## src/rtl/alu_issue_stage_pkg.sv

```systemverilog
`default_nettype none
// ============================================================================
//  Module      : alu_issue_stage_pkg
//  Description : Shared widths and encodings for the ALU issue stage (ID/EX)
//                and the ALU itself. Register width, ALU opsel width, register
//                address width, shift-amount width and op_b select encodings.
//  Revision    : 1.0 - initial release
// ============================================================================
package alu_issue_stage_pkg;

    localparam int c_reg_width       = 32;
    localparam int c_alu_opsel_width = 6;
    localparam int c_raddr_width     = 5;
    localparam int c_shamt_width     = 5;
    localparam int c_imm_width       = 16;

    // op_b source select
    typedef logic [1:0] b_sel_t;
    localparam b_sel_t c_b_sel_rt    = 2'd0;
    localparam b_sel_t c_b_sel_imm   = 2'd1;
    localparam b_sel_t c_b_sel_shamt = 2'd2;
    localparam b_sel_t c_b_sel_rsvd  = 2'd3;   // drives op_b to zero

endpackage : alu_issue_stage_pkg
`default_nettype wire

```

## src/rtl/alu_issue_stage_fwd_mux.sv

```systemverilog
`default_nettype none
// ============================================================================
//  Module      : alu_issue_stage_fwd_mux
//  Description : Operand forwarding mux for one source register. Picks the
//                EX result, the MEM/WB write data or the regfile value, in that
//                priority. Register 0 is never forwarded.
//  Ports       : i_src_addr  - source register address
//                i_rf_data   - regfile read value
//                i_ex_en     - EX stage holds a forwardable result
//                i_ex_rd     - EX destination register
//                i_ex_data   - EX (ALU) result
//                i_mem_we    - MEM/WB writes a register
//                i_mem_rd    - MEM/WB destination register
//                i_mem_data  - MEM/WB write data
//                o_data      - forwarded operand value
//  Revision    : 1.0 - initial release
// ============================================================================
module alu_issue_stage_fwd_mux #(
    parameter int DATA_W  = 32,
    parameter int RADDR_W = 5
) (
    input  logic [RADDR_W-1:0] i_src_addr,
    input  logic [DATA_W-1:0]  i_rf_data,
    input  logic               i_ex_en,
    input  logic [RADDR_W-1:0] i_ex_rd,
    input  logic [DATA_W-1:0]  i_ex_data,
    input  logic               i_mem_we,
    input  logic [RADDR_W-1:0] i_mem_rd,
    input  logic [DATA_W-1:0]  i_mem_data,
    output logic [DATA_W-1:0]  o_data
);

    logic w_ex_hit;
    logic w_mem_hit;

    assign w_ex_hit  = i_ex_en  && (i_ex_rd  != '0) && (i_ex_rd  == i_src_addr);
    assign w_mem_hit = i_mem_we && (i_mem_rd != '0) && (i_mem_rd == i_src_addr);

    always_comb begin
        o_data = i_rf_data;
        if (w_ex_hit) begin
            o_data = i_ex_data;
        end else if (w_mem_hit) begin
            o_data = i_mem_data;
        end
    end

endmodule : alu_issue_stage_fwd_mux
`default_nettype wire

```

## src/rtl/alu_issue_stage.sv

```systemverilog
`default_nettype none
// ============================================================================
//  Module      : alu_issue_stage
//  Description : ID/EX pipeline register in front of the ALU. Selects and
//                forwards operands, inserts a bubble on load-use, honours a
//                downstream hold and a branch flush.
//  Ports       : clk, rst (sync, active high)
//                id_*        - decoded instruction from ID
//                ex_alu_result - ALU output, EX forward source
//                mem_we/mem_rd/mem_data - MEM/WB forward source
//                hold, flush - stall / kill controls
//                id_stall    - decode must hold its instruction (comb.)
//                ex_*        - registered ALU operands and controls
//  Revision    : 1.0 - initial release
// ============================================================================
module alu_issue_stage
    import alu_issue_stage_pkg::*;
#(
    parameter int DATA_W  = c_reg_width,
    parameter int OPSEL_W = c_alu_opsel_width,
    parameter int RADDR_W = c_raddr_width,
    parameter int SHAMT_W = c_shamt_width
) (
    input  logic               clk,
    input  logic               rst,
    input  logic               id_valid,
    input  logic [RADDR_W-1:0] id_rs_addr,
    input  logic [RADDR_W-1:0] id_rt_addr,
    input  logic               id_uses_rs,
    input  logic               id_uses_rt,
    input  logic [DATA_W-1:0]  id_rs_data,
    input  logic [DATA_W-1:0]  id_rt_data,
    input  logic [15:0]        id_imm,
    input  logic               id_imm_zext,
    input  logic [SHAMT_W-1:0] id_shamt,
    input  logic               id_a_sel,
    input  logic [1:0]         id_b_sel,
    input  logic [OPSEL_W-1:0] id_alu_opsel,
    input  logic [RADDR_W-1:0] id_rd_addr,
    input  logic               id_we,
    input  logic               id_is_load,
    input  logic [DATA_W-1:0]  ex_alu_result,
    input  logic               mem_we,
    input  logic [RADDR_W-1:0] mem_rd,
    input  logic [DATA_W-1:0]  mem_data,
    input  logic               hold,
    input  logic               flush,
    output logic               id_stall,
    output logic               ex_valid,
    output logic [DATA_W-1:0]  ex_op_a,
    output logic [DATA_W-1:0]  ex_op_b,
    output logic [OPSEL_W-1:0] ex_alu_opsel,
    output logic [RADDR_W-1:0] ex_rd_addr,
    output logic               ex_we,
    output logic               ex_is_load
);

    // ID/EX register state
    logic               r_ex_valid_q,   w_ex_valid_d;
    logic [DATA_W-1:0]  r_ex_op_a_q,    w_ex_op_a_d;
    logic [DATA_W-1:0]  r_ex_op_b_q,    w_ex_op_b_d;
    logic [OPSEL_W-1:0] r_ex_opsel_q,   w_ex_opsel_d;
    logic [RADDR_W-1:0] r_ex_rd_q,      w_ex_rd_d;
    logic               r_ex_we_q,      w_ex_we_d;
    logic               r_ex_is_load_q, w_ex_is_load_d;

    logic              w_ex_fwd_en;
    logic [DATA_W-1:0] w_rs_fwd;
    logic [DATA_W-1:0] w_rt_fwd;
    logic [DATA_W-1:0] w_imm_ext;
    logic [DATA_W-1:0] w_shamt_ext;
    logic [DATA_W-1:0] w_op_a;
    logic [DATA_W-1:0] w_op_b;
    logic              w_ex_load_dest;
    logic              w_load_use;

    // A load in EX has no data yet, so it cannot be a forward source.
    assign w_ex_fwd_en = r_ex_valid_q && r_ex_we_q && !r_ex_is_load_q;

    alu_issue_stage_fwd_mux #(
        .DATA_W  (DATA_W),
        .RADDR_W (RADDR_W)
    ) u_fwd_rs (
        .i_src_addr (id_rs_addr),
        .i_rf_data  (id_rs_data),
        .i_ex_en    (w_ex_fwd_en),
        .i_ex_rd    (r_ex_rd_q),
        .i_ex_data  (ex_alu_result),
        .i_mem_we   (mem_we),
        .i_mem_rd   (mem_rd),
        .i_mem_data (mem_data),
        .o_data     (w_rs_fwd)
    );

    alu_issue_stage_fwd_mux #(
        .DATA_W  (DATA_W),
        .RADDR_W (RADDR_W)
    ) u_fwd_rt (
        .i_src_addr (id_rt_addr),
        .i_rf_data  (id_rt_data),
        .i_ex_en    (w_ex_fwd_en),
        .i_ex_rd    (r_ex_rd_q),
        .i_ex_data  (ex_alu_result),
        .i_mem_we   (mem_we),
        .i_mem_rd   (mem_rd),
        .i_mem_data (mem_data),
        .o_data     (w_rt_fwd)
    );

    // ------------------------------------------------------------------
    // Hazard detection
    // ------------------------------------------------------------------
    assign w_ex_load_dest = r_ex_valid_q && r_ex_is_load_q && r_ex_we_q &&
                            (r_ex_rd_q != '0);
    assign w_load_use = id_valid && w_ex_load_dest &&
                        ((id_uses_rs && (id_rs_addr == r_ex_rd_q)) ||
                         (id_uses_rt && (id_rt_addr == r_ex_rd_q)));

    // A flushed instruction is discarded anyway, so a load-use on it
    // must not stall decode.
    assign id_stall = !rst && (hold || (w_load_use && !flush));

    // ------------------------------------------------------------------
    // Operand select
    // ------------------------------------------------------------------
    assign w_imm_ext   = id_imm_zext ? {{(DATA_W-16){1'b0}}, id_imm}
                                     : {{(DATA_W-16){id_imm[15]}}, id_imm};
    assign w_shamt_ext = {{(DATA_W-SHAMT_W){1'b0}}, id_shamt};
    assign w_op_a      = id_a_sel ? w_rt_fwd : w_rs_fwd;

    always_comb begin
        w_op_b = '0;
        case (id_b_sel)
            c_b_sel_rt:    w_op_b = w_rt_fwd;
            c_b_sel_imm:   w_op_b = w_imm_ext;
            c_b_sel_shamt: w_op_b = w_shamt_ext;
            default:       w_op_b = '0;
        endcase
    end

    // ------------------------------------------------------------------
    // ID/EX next state: hold > flush > load-use bubble > normal load
    // ------------------------------------------------------------------
    always_comb begin
        w_ex_valid_d   = r_ex_valid_q;
        w_ex_op_a_d    = r_ex_op_a_q;
        w_ex_op_b_d    = r_ex_op_b_q;
        w_ex_opsel_d   = r_ex_opsel_q;
        w_ex_rd_d      = r_ex_rd_q;
        w_ex_we_d      = r_ex_we_q;
        w_ex_is_load_d = r_ex_is_load_q;
        if (hold) begin
            // keep every register
        end else if (flush || w_load_use) begin
            w_ex_valid_d   = 1'b0;
            w_ex_op_a_d    = '0;
            w_ex_op_b_d    = '0;
            w_ex_opsel_d   = '0;
            w_ex_rd_d      = '0;
            w_ex_we_d      = 1'b0;
            w_ex_is_load_d = 1'b0;
        end else begin
            w_ex_valid_d   = id_valid;
            w_ex_op_a_d    = w_op_a;
            w_ex_op_b_d    = w_op_b;
            w_ex_opsel_d   = id_alu_opsel;
            w_ex_rd_d      = id_rd_addr;
            w_ex_we_d      = id_valid && id_we;
            w_ex_is_load_d = id_valid && id_is_load;
        end
    end

    always_ff @(posedge clk) begin
        if (rst) begin
            r_ex_valid_q   <= 1'b0;
            r_ex_op_a_q    <= '0;
            r_ex_op_b_q    <= '0;
            r_ex_opsel_q   <= '0;
            r_ex_rd_q      <= '0;
            r_ex_we_q      <= 1'b0;
            r_ex_is_load_q <= 1'b0;
        end else begin
            r_ex_valid_q   <= w_ex_valid_d;
            r_ex_op_a_q    <= w_ex_op_a_d;
            r_ex_op_b_q    <= w_ex_op_b_d;
            r_ex_opsel_q   <= w_ex_opsel_d;
            r_ex_rd_q      <= w_ex_rd_d;
            r_ex_we_q      <= w_ex_we_d;
            r_ex_is_load_q <= w_ex_is_load_d;
        end
    end

    assign ex_valid     = r_ex_valid_q;
    assign ex_op_a      = r_ex_op_a_q;
    assign ex_op_b      = r_ex_op_b_q;
    assign ex_alu_opsel = r_ex_opsel_q;
    assign ex_rd_addr   = r_ex_rd_q;
    assign ex_we        = r_ex_we_q;
    assign ex_is_load   = r_ex_is_load_q;

endmodule : alu_issue_stage
`default_nettype wire

```

## config.mk

```make
export PLATFORM = sky130hd
export DESIGN_NAME = alu_issue_stage
export DESIGN_NICKNAME = d
export VERILOG_FILES = /design/src/rtl/alu_issue_stage_pkg.sv /design/src/rtl/alu_issue_stage_fwd_mux.sv /design/src/rtl/alu_issue_stage.sv
export SDC_FILE = /design/constraint.sdc
export NUM_CORES = 1
export LEC_CHECK = 0
export CAP_MARGIN = 30
export CORE_MARGIN = 8
export CORE_UTILIZATION = 37
export CTS_CLUSTER_DIAMETER = 30
export DETAILED_ROUTE_END_ITERATION = 10
export HOLD_SLACK_MARGIN = 0.06
export PLACE_DENSITY = 0.78
export SLEW_MARGIN = 20
export SYNTH_ARGS = -nofsm -noshare
export SYNTH_HDL_FRONTEND = slang
export SYNTH_SLANG_ARGS = --single-unit
```

## constraint.sdc

```tcl
create_clock -name clk -period 2.4 [get_ports clk]
set_input_delay 0.6 -clock clk [delete_from_list [all_inputs] [get_ports clk]]
set_output_delay 0.6 -clock clk [all_outputs]
set_load 0.02 [all_outputs]
```

==> impl_results.md, run 1 <==
- Static leakage: 3.69 nW
- Seq pwr share: 32.4%
- Clk_lat worst skew: 0.34 ns
- Post-synthesis register bit count: 78
- Placed instance area: 0.00869 sq mm
- Final net count: 1,158
- Share of layout cells above drive strength 1: 19.4%
- Pre-CTS WS: -0.867 ns
- Die W: 137 um
- Initial DRC count: 530
- Drt wl/cell: 21.7 um
- GRT Overall Usage: 25.6%
- Row cnt: 44
- H-Tree Depth: 3
- Die Area: 0.0186 sq mm
- Clock power frac: 38.8%
- Pin count of the biggest net entering global routing: 45
- Hold Crit Class: flop to flop
- Fmax: 412 MHz
- Crit. End Element: primary output
- Clk Tree Root Cell: clkbuf_16
- Final hold violation count: 0
- Vias in the first global route: 7,069
- Comb power frac: 28.7%
- Total gr overflow: 0
- Post-synth EDFFs: 0
- DR pass1 iterations: 5
- Final GP Congestion: 0.889
- Area grow syn2layout: 77.0%
- Tightest hold margin: 0.478 ns
- P per Cell Area: 442 mW/mm^2
- Finished Cell Area: 0.00951 sq mm
- Run status: complete, but fails checks
- Final slew viol count: 0
- Area of the multi-input gates: 0.00356 sq mm
- Ports: 268
- Violations in the final reports: negative setup slack
- MaxCap Viol Count: 0
- Measured slew at the worst slew-check pin: 0.487 ns
- Core Region: 0.0144 sq mm
- Netlist cell types: 42
- Cell Int Power: 3.05 mW
- Final setup fails: 1
- CTS tree: done
- DR vias/cell: 5.95
- Setup ws final: -0.0280 ns
- Most area-hungry cell type in the Yosys netlist: dfxtp_1
- TritonCTS sink count: 78
- Post-Route WL: 25.2 mm
- DRC violation count after routing: 0
- Sw Pwr: 1.16 mW
- IO buf count: 267
- Post-synth net total: 867
- Min Tclk post-route: 2.43 ns
- Fillers: 1,166
- PnR Total Power: 4.21 mW
- Crit start category: flop
- Share of flip-flops with an asynchronous set or reset: 0%
- Maximum root-to-sink buffer count: 2
- TritonCTS buffer count: 9
- Clk_skew: 0.00481 ns
- Cell with the most instances after synthesis: dfxtp_1
- Synth Area per Inst: 7.92 sq um
- Initial Util: 37.4%
- CP Max Fanout: 3
- Antenna violations before repair: 1
- Synth top cells by count: dfxtp_1, o21ai_0, inv_1
- Via count: 6,894
- Seq. cell area: 0.00157 sq mm
- Seq/Total Area, Yosys: 29.1%
- Clock Pin Slew Worst Setup and Hold Paths: 0.06 ns
- Yosys top cell area share: 29.1%
- Ys Warns: 0
- Dominant synthesized flop cell: dfxtp_1
- Setup_tns: -0.0280 ns
- Die H: 137 um
- Syn Std Cell Area: 0.00537 sq mm
- Synth top area cells: dfxtp_1, a22o_1, a31oi_1
- Syn Inst Count: 678
- Switch share: 27.5%
- Global-route wire length before repair: 37.6 mm
- Post-route ant nets: 0
- Kind of critical path: flop to primary output
- Required time of the critical path: 1.80 ns
- CP arrival: 1.83 ns
- RSZ-0062 raised after global routing: true
- Peak supply drop: 0.285 mV
- DP HPWL: 18.1 mm
- Final worst path period share: 101%
- Cts hold-fix bufs: 0
- Max-slew headroom: 67.5%
[per-stage QoR]
stage,cells,util [%]
finish,1159,66.2
global route,1159,66.2
CTS,1153,64.2
detailed placement,1128,60.4
global placement,1128,60.4
floorplan,678,-
[power by group through the flow]
stage | clock, mW | sequential, mW | combinational (mW)
4_1_cts | 1.67 | 1.37 | 1.14
3_5_place_dp | 0 | 1.39 | 1.11
2_1_floorplan | 0 | 1.44 | 0.418
5_1_grt | 1.71 | 1.37 | 1.29
6_report | 1.63 | 1.36 | 1.21
3_3_place_gp | 0 | 1.39 | 1.10
[logic make-up after synthesis]
logic type / synth area share, %
DFF: 29.1
and+or+nand+nor: 8.64
xor gates and xnor gates: 3.26
AOI/OAI and AO/OA: 47.8
buffers and inverters: 11.2
[placed cells by master (no fill, tap or decap), drive strengths merged, types with 3 or more instances in the layout]
cell             n
clkdlybuf4s50  251
buf             90
dfxtp           78
o21ai           70
inv             65
a211oi          65
a31oi           64
nor2            64
a22o            59
o32ai           32
clkbuf          18
a22oi           17
nand2           15
o31ai           11
xor2            10
xnor2           10
nor3             8
clkdlybuf4s15    6
o21a             6
a222oi           5
dlygate4sd2      4
nand4            3
bufinv           3
[worst max-delay path, cell delays in order, from the launching register on]
cell	delay, ns
dfxtp_4	0.36
buf_6	0.12
or4_4	0.54
nor2_4	0.12
nor2_2	0.04
nand3b_1	0.10
a21oi_2	0.07
buf_6	0.13
[routing by layer]
layer / vias to the layer above / GRT usage (%) / share of wire, %
met1: 3233 / 30.1 / 38
met4: 0 / 12.3 / 3.3
met3: 63 / 6.46 / 11
met5: - / 0 / 0
met2: 439 / 42.8 / 48
li1: 3159 / - / -
[flip-flops by register name, indices dropped and copies added, names as in the netlist]
name          count
ex_alu_opsel      6
ex_we             1
ex_rd_addr        5
ex_op_a          32
ex_op_b          32
ex_is_load        1
ex_valid          1
[cell type report]
type / count / share of cell area, %
multi-input cells: 459 / 37.4
repair buffers: 356 / 37.3
flip-flops and latches: 78 / 16.5
clock buffers: 13 / 2.74
inverters: 65 / 2.57
well taps: 184 / 2.42
clock inverters: 3 / 0.947
diodes: 1 / 0.0263
[what timing repair did]
| action | 4_1_cts | 5_1_grt |
|---|---|---|
| pin swaps | 11 | 25 |
| endpoints found under the setup margin | 74 | 59 |
| buffers inserted | 8 | 5 |
| resized for setup | 38 | 62 |
| gates cloned | 1 | 1 |
[final timing paths]
check           startpoint           to  slack, ns  cells after the start
min reg2reg    ex_op_b[19]  ex_op_b[19]       0.48                      1
max reg2reg  ex_rd_addr[1]   ex_op_a[5]       0.03                      8
min            ex_op_b[19]  ex_op_b[19]       0.48                      1
max          ex_rd_addr[1]     id_stall      -0.03                      7
No activity file was read; power rests on OpenSTA's default activity.
==> run 2, diff against run 1 <==
--- a/config.mk
+++ b/config.mk
@@ -5,14 +5,15 @@
 export SDC_FILE = /design/constraint.sdc
 export NUM_CORES = 1
 export LEC_CHECK = 0
+export ABC_AREA = 1
 export CAP_MARGIN = 30
 export CORE_MARGIN = 8
-export CORE_UTILIZATION = 37
+export CORE_UTILIZATION = 39
 export CTS_CLUSTER_DIAMETER = 30
 export DETAILED_ROUTE_END_ITERATION = 10
 export HOLD_SLACK_MARGIN = 0.06
 export PLACE_DENSITY = 0.78
-export SLEW_MARGIN = 20
+export SLEW_MARGIN = 10
 export SYNTH_ARGS = -nofsm -noshare
 export SYNTH_HDL_FRONTEND = slang
 export SYNTH_SLANG_ARGS = --single-unit
==> impl_results.md, run 2 <==
- Final slew viol count: 0 (unchanged)
- Die H: 141 um (was 137 um)
- Fmax: 431 MHz (was 412 MHz)
- Worst reg2reg startpoint: ex_rd_addr[4] (was ex_rd_addr[1])
- Kind of critical path: primary input to primary output (was flop to primary output)
- Dominant synthesized flop cell: dfxtp_1 (unchanged)
- Yosys top cell area share: 25.7% (was 29.1%)
- Share of flip-flops with an asynchronous set or reset: 0% (unchanged)
- Clk_skew: 0.00727 ns (was 0.00481 ns)
- IO buf count: 267 (unchanged)
- DR pass1 iterations: 5 (unchanged)
- Final worst path period share: 96.6% (was 101%)
- Post-CTS Setup Repair Bufs: 0 (was 8)
- Cell with the most instances after synthesis: nand2_1 (was dfxtp_1)
- DR vias/cell: 5.17 (was 5.95)
- Die Area: 0.0198 sq mm (was 0.0186 sq mm)
- Area of the multi-input gates: 0.00382 sq mm (was 0.00356 sq mm)
- Via count: 7,747 (was 6,894)
- MaxCap Viol Count: 0 (unchanged)
- Post-synth net total: 1,218 (was 867)
- Post-route ant nets: 0 (unchanged)
- Fillers: 1,459 (was 1,166)
- Synth top area cells: dfxtp_1, nand2_1, nand3_1 (was dfxtp_1, a22o_1, a31oi_1)
- Synth top cells by count: nand2_1, nand3_1, inv_1 (was dfxtp_1, o21ai_0, inv_1)
- Commonest non-fill, non-tap cell in the layout: nand2_1 (was clkdlybuf4s50_1)
- Worst R2R Setup Slack: 0.40 ns (was 0.03 ns)
- Seq. cell area: 0.00156 sq mm (was 0.00157 sq mm)
- Post-synth EDFFs: 0 (unchanged)
- Area grow syn2layout: 58.6% (was 77.0%)
- PnR Total Power: 4.00 mW (was 4.21 mW)
- Placed instance area: 0.00929 sq mm (was 0.00869 sq mm)
- Maximum root-to-sink buffer count: 2 (unchanged)
- Hold-critical path endpoint: ex_op_a[20] (was ex_op_b[19])
- Final hold violation count: 0 (unchanged)
- Measured slew at the worst slew-check pin: 0.927 ns (was 0.487 ns)
- Share of layout cells above drive strength 1: 10.5% (was 19.4%)
- DP HPWL: 19.2 mm (was 18.1 mm)
- Drt wl/cell: 17.2 um (was 21.7 um)
- Run status: complete, no violations (was complete, but fails checks)
- H-Tree Depth: 3 (unchanged)
- Final net count: 1,493 (was 1,158)
- Setup_tns: 0 ns (was -0.0280 ns)
- Hold Crit Class: flop to flop (unchanged)
- Min Tclk post-route: 2.32 ns (was 2.43 ns)
- Slowest Stage Delay on Critical Path: 0.50 ns (was 0.54 ns)
- Core Region: 0.0152 sq mm (was 0.0144 sq mm)
- GRT Overall Usage: 25.5% (was 25.6%)
- RSZ-0062 raised after global routing: true (unchanged)
- Slowest stage cell on the critical path: clkdlybuf4s50_1 (was or4_4)
- CP Max Fanout: 2 (was 3)
- Die W: 141 um (was 137 um)
- Pin count of the biggest net entering global routing: 79 (was 45)
- Cell Chain, Critical Path: clkdlybuf4s50_1 -> nand3_1 -> nor2_1 -> nand3_2 -> a21oi_2 -> buf_6 (was buf_6 -> or4_4 -> nor2_4 -> nor2_2 -> nand3b_1 -> a21oi_2 -> buf_6)
- Critical R2R Capture: ex_op_b[12] (was ex_op_a[5])
- Path depth of the worst reg2reg path: 11 (was 8)
- Static leakage: 4.38 nW (was 3.69 nW)
- Total gr overflow: 0 (unchanged)
- Setup ws final: 0.0822 ns (was -0.0280 ns)
- Clock Pin Slew Worst Setup and Hold Paths: 0.06 ns (about the same)
- Global-route wire length before repair: 40.4 mm (was 37.6 mm)
- Finished Cell Area: 0.00962 sq mm (was 0.00951 sq mm)
- Final setup fails: 0 (was 1)
- Clk Tree Root Cell: clkbuf_16 (unchanged)
- Post-Route WL: 25.8 mm (was 25.2 mm)
- Pre-CTS WS: -0.697 ns (was -0.867 ns)
- Most area-hungry cell type in the Yosys netlist: dfxtp_1 (unchanged)
- Synth Area per Inst: 5.89 sq um (was 7.92 sq um)
- Most frequent cells in the layout: nand2_1, clkdlybuf4s50_1, nand3_1 (was clkdlybuf4s50_1, dfxtp_1, buf_4)
- Seq/Total Area, Yosys: 25.7% (was 29.1%)
- WHS Path Cells: 2 (was 1)
- CTS tree: done (unchanged)
- Syn Inst Count: 1,029 (was 678)
- Peak supply drop: 0.342 mV (was 0.285 mV)
- Final GP Congestion: 0.910 (was 0.889)
- DRC violation count after routing: 0 (unchanged)
- TritonCTS sink count: 78 (unchanged)
- Hold_sp: ex_op_a[20] (was ex_op_b[19])
- Antenna violations before repair: 1 (unchanged)
- P per Cell Area: 416 mW/mm^2 (was 442 mW/mm^2)
- Clk_lat worst skew: 0.34 ns (about the same)
- Initial DRC count: 518 (was 530)
- Netlist cell types: 25 (was 42)
- TritonCTS buffer count: 9 (unchanged)
- Initial Util: 39.9% (was 37.4%)
- Syn Std Cell Area: 0.00606 sq mm (was 0.00537 sq mm)
- Vias in the first global route: 7,588 (was 7,069)
- Max-slew headroom: 38.2% (was 67.5%)
- Row cnt: 45 (was 44)
- Crit. End Element: primary output (unchanged)
- CP arrival: 1.72 ns (was 1.83 ns)
- Ys Warns: 0 (unchanged)
- Post-synthesis register bit count: 78 (unchanged)
- Ports: 268 (unchanged)
- Crit start category: primary input (was flop)
- Required time of the critical path: 1.80 ns (about the same)
[run 2: cell types whose count changed in the layout (fill, tap and decap cells not counted), sizes merged, moves of 47 or more]
cell	previous run	this run
a22o	59	0
nor2	64	17
nand3	1	175
a211oi	65	0
a21oi	1	79
nand2	15	399
o21ai	70	0
a31oi	64	0
[run 2: stage by stage]
step           hold slack, ns  utilization [%]  instances
2_1_floorplan           0.535                -       1029
3_3_place_gp            0.451             61.1       1481
3_5_place_dp            0.451             61.1       1481
4_1_cts                 0.463             63.2       1497
5_1_grt                 0.481             63.3       1498
6_report                0.461             63.3       1498
[run 2: how the worst max path moves through the flow]
stage | from | end | cells past startpoint
3_5_place_dp | id_rs_addr[2] | id_stall | 10
5_1_grt | id_rs_addr[3] | id_stall | 10
2_1_floorplan | rst | id_stall | 4
4_1_cts | id_rs_addr[1] | id_stall | 8
3_3_place_gp | id_rs_addr[2] | id_stall | 10
6_report | id_valid | id_stall | 6
[run 2: layout make-up]
type                       count  share of cell area, %
clock buffer                  10                   2.38
antenna                        1                 0.0260
timing repair buffer         339                   34.7
inverter                      92                   3.59
clock inverter                 6                  0.898
tap                          188                   2.45
sequential                    78                   16.3
multi-input combinational    784                   39.7
[run 2: metal layers]
metal / vias to the layer above / track usage, % / part of all wire, %
met5: - / 0 / 0
met4: 0 / 12.2 / 4.0
met3: 70 / 7.33 / 10
met2: 395 / 42.7 / 47
met1: 3416 / 29.4 / 39
li1: 3866 / - / -
[run 2: worst max-delay path: cells and delay by family]
kind | cells | cell delay (ns)
buffers and inverters | 2 | 0.64
AND/OR/NAND/NOR | 3 | 0.34
AO/OA/AOI/OAI | 1 | 0.15
[run 2: cell families (layout without fill, tap and decap cells)]
logic type             after synthesis  count (layout)  share of synthesized area [%]
AO/OA/AOI/OAI                       79              79                           6.89
buffers and inverters              167             447                           12.1
other                                0               1                              0
AND/OR/NAND/NOR                    692             692                           53.4
XOR/XNOR                            13              13                           1.88
flip-flops                          78              78                           25.7
[run 2: what timing repair did]
item | in CTS | in global routing
gates resized for setup | 18 | 10
cloned | 0 | 0
hold buffers | 0 | 0
pin swaps | 6 | 5
setup endpoints to repair | 1 | 7
[run 2: where the power goes]
part / switching (mW) / leakage, nW / internal [mW]
sequential: 0.0264 / 0.635 / 1.34
clock: 0.583 / 0.152 / 0.911
combinational: 0.564 / 3.59 / 0.577
total: 1.17 / 4.38 / 2.83
==> run 3, diff against run 2 <==
--- a/config.mk
+++ b/config.mk
@@ -13,7 +13,7 @@
 export DETAILED_ROUTE_END_ITERATION = 10
 export HOLD_SLACK_MARGIN = 0.06
 export PLACE_DENSITY = 0.78
-export SLEW_MARGIN = 10
+export SKIP_LAST_GASP = 1
 export SYNTH_ARGS = -nofsm -noshare
 export SYNTH_HDL_FRONTEND = slang
 export SYNTH_SLANG_ARGS = --single-unit
==> constraint.sdc (replaced) <==
create_clock -name clk -period 2.1 [get_ports clk]
set_input_delay 0.525 -clock clk [delete_from_list [all_inputs] [get_ports clk]]
set_output_delay 0.525 -clock clk [all_outputs]
set_load 0.02 [all_outputs]
==> impl_results.md, run 3 (synthesized netlist as in run 2, its figures left out) <==
- Pin count of the biggest net entering global routing: 79 (unchanged)
- MaxCap Viol Count: 0 (unchanged)
- PnR Total Power: 4.51 mW (was 4.00 mW)
- Initial Util: 39.9% (unchanged)
- RSZ-0062 raised after global routing: true (unchanged)
- Violations in the final reports: negative setup slack
- CP arrival: 1.60 ns (was 1.72 ns)
- Fillers: 1,406 (was 1,459)
- Final GP Congestion: 0.912 (was 0.910)
- Clk Tree Root Cell: clkbuf_16 (unchanged)
- Measured slew at the worst slew-check pin: 0.935 ns (was 0.927 ns)
- Clk_lat worst skew: 0.34 ns (about the same)
- Ports: 268 (unchanged)
- Via count: 7,860 (was 7,747)
- Comb power frac: 30.2% (was 28.5%)
- Run status: complete, but fails checks (was complete, no violations)
- Post-Route WL: 26.4 mm (was 25.8 mm)
- Hold-critical path endpoint: ex_op_a[20] (unchanged)
- Placed instance area: 0.00943 sq mm (was 0.00929 sq mm)
- Tightest hold margin: 0.462 ns (was 0.461 ns)
- Critical R2R Capture: ex_op_b[12] (unchanged)
- Post-route ant nets: 0 (unchanged)
- Path depth of the worst reg2reg path: 11 (unchanged)
- Area grow syn2layout: 62.3% (was 58.6%)
- DR vias/cell: 5.19 (was 5.17)
- Worst reg2reg startpoint: ex_rd_addr[4] (unchanged)
- Commonest non-fill, non-tap cell in the layout: nand2_1 (unchanged)
- Maximum root-to-sink buffer count: 2 (unchanged)
- Die Area: 0.0198 sq mm (unchanged)
- TritonCTS buffer count: 9 (unchanged)
- Worst R2R Setup Slack: 0.12 ns (was 0.40 ns)
- TritonCTS sink count: 78 (unchanged)
- Finished Cell Area: 0.00984 sq mm (was 0.00962 sq mm)
- Seq pwr share: 34.6% (was 34.2%)
- Cts hold-fix bufs: 0 (unchanged)
- Final setup fails: 1 (was 0)
- Crit. End Element: primary output (unchanged)
- Antenna violations before repair: 2 (was 1)
- P per Cell Area: 459 mW/mm^2 (was 416 mW/mm^2)
- GRT Overall Usage: 25.8% (was 25.5%)
- Clock power frac: 35.3% (was 37.3%)
- Final hold violation count: 0 (unchanged)
- Die H: 141 um (unchanged)
- Most frequent cells in the layout: nand2_1, clkdlybuf4s50_1, nand3_1 (unchanged)
- Row cnt: 45 (unchanged)
- Total gr overflow: 0 (unchanged)
- DR pass1 iterations: 6 (was 5)
- Setup_tns: -0.0231 ns (was 0 ns)
- Peak supply drop: 0.356 mV (was 0.342 mV)
- Share of layout cells above drive strength 1: 11.9% (was 10.5%)
- Final net count: 1,508 (was 1,493)
- Fmax: 471 MHz
- Initial DRC count: 530 (was 518)
- Cell Int Power: 3.15 mW (was 2.83 mW)
- Switch share: 30.3% (was 29.3%)
- Crit start category: primary input (unchanged)
- Kind of critical path: primary input to primary output (unchanged)
- Static leakage: 4.53 nW (was 4.38 nW)
- DP HPWL: 19.5 mm (was 19.2 mm)
- IO buf count: 267 (unchanged)
- Required time of the critical path: 1.57 ns (was 1.80 ns)
- Min Tclk post-route: 2.12 ns
- Final worst path period share: 101%
- DRC violation count after routing: 0 (unchanged)
- Hold Crit Class: flop to flop (unchanged)
- Setup ws final: -0.0231 ns (was 0.0822 ns)
- Max-slew headroom: 37.6% (was 38.2%)
- Die W: 141 um (unchanged)
- Core Region: 0.0152 sq mm (unchanged)
- Global-route wire length before repair: 40.8 mm (was 40.4 mm)
- Drt wl/cell: 17.5 um (was 17.2 um)
- Final slew viol count: 0 (unchanged)
- CP Max Fanout: 2 (unchanged)
- Hold_sp: ex_op_a[20] (unchanged)
- WHS Path Cells: 2 (unchanged)
- Clk_skew: 0.00617 ns (was 0.00727 ns)
- CTS tree: done (unchanged)
- Vias in the first global route: 7,811 (was 7,588)
- Sw Pwr: 1.37 mW (was 1.17 mW)
- Clock Pin Slew Worst Setup and Hold Paths: 0.06 ns (about the same)
- H-Tree Depth: 3 (unchanged)
==> run 3: layer usage <==
metal	global-route usage, %	up-vias	part of all wire [%]	wire (um)
met3	7.53	75	10	2710
met4	13.1	0	4.1	1080
met5	0	-	0	0
met2	44.0	409	47	12500
met1	28.8	3484	38	10100
li1	-	3892	-	-
==> run 3: per-stage QoR <==
step | setup WS (ns) | cells | utilization [%]
floorplan | 0.0805 | 1029 | -
CTS | -0.0568 | 1510 | 64.1
global route | -0.119 | 1514 | 64.7
global placement | -0.782 | 1491 | 62.0
finish | -0.0231 | 1514 | 64.7
detailed placement | -0.791 | 1491 | 62.0
==> run 3: worst max-delay path: stages <==
cell and delay, ns:
clkdlybuf4s50_1 0.49, nand3_1 0.08, nor2_1 0.13, nand3_1 0.09, a21oi_1 0.12, buf_4 0.17
==> run 3: power by group through the flow <==
stage | sequential (mW) | clock, mW | combinational (mW)
global route | 1.57 | 1.67 | 1.46
detailed placement | 1.59 | 0 | 1.32
finish | 1.56 | 1.59 | 1.36
global placement | 1.59 | 0 | 1.31
floorplan | 1.66 | 0 | 0.501
CTS | 1.56 | 1.62 | 1.33
==> run 3: final cells by class <==
| cell class | instances | area (sq um) | share of cell area (%) |
|---|---|---|---|
| multi-input combinational | 784 | 3830 | 38.9 |
| timing repair buffer | 354 | 3570 | 36.2 |
| sequential | 78 | 1570 | 16.0 |
| inverter | 92 | 345 | 3.51 |
| tap | 188 | 235 | 2.39 |
| clock buffer | 10 | 229 | 2.33 |
| clock inverter | 6 | 62.6 | 0.636 |
| antenna | 2 | 5.00 | 0.0508 |
==> run 3: how the worst max path moves through the flow <==
stage	from	to	slack, ns	cells past startpoint
2_1_floorplan	rst	id_stall	0.08	4
3_3_place_gp	id_rs_addr[2]	id_stall	-0.78	10
3_5_place_dp	id_rs_addr[2]	id_stall	-0.79	10
4_1_cts	ex_rd_addr[1]	id_stall	-0.06	7
5_1_grt	id_rs_addr[2]	id_stall	-0.12	10
6_report	id_valid	id_stall	-0.02	6
==> run 3: timing repair <==
| item | in CTS | in global routing |
|---|---|---|
| endpoints found under the setup margin | 55 | 65 |
| buffers inserted | 3 | 1 |
| resized for setup | 29 | 23 |
| cloned | 0 | 1 |
| pin swaps | 11 | 10 |
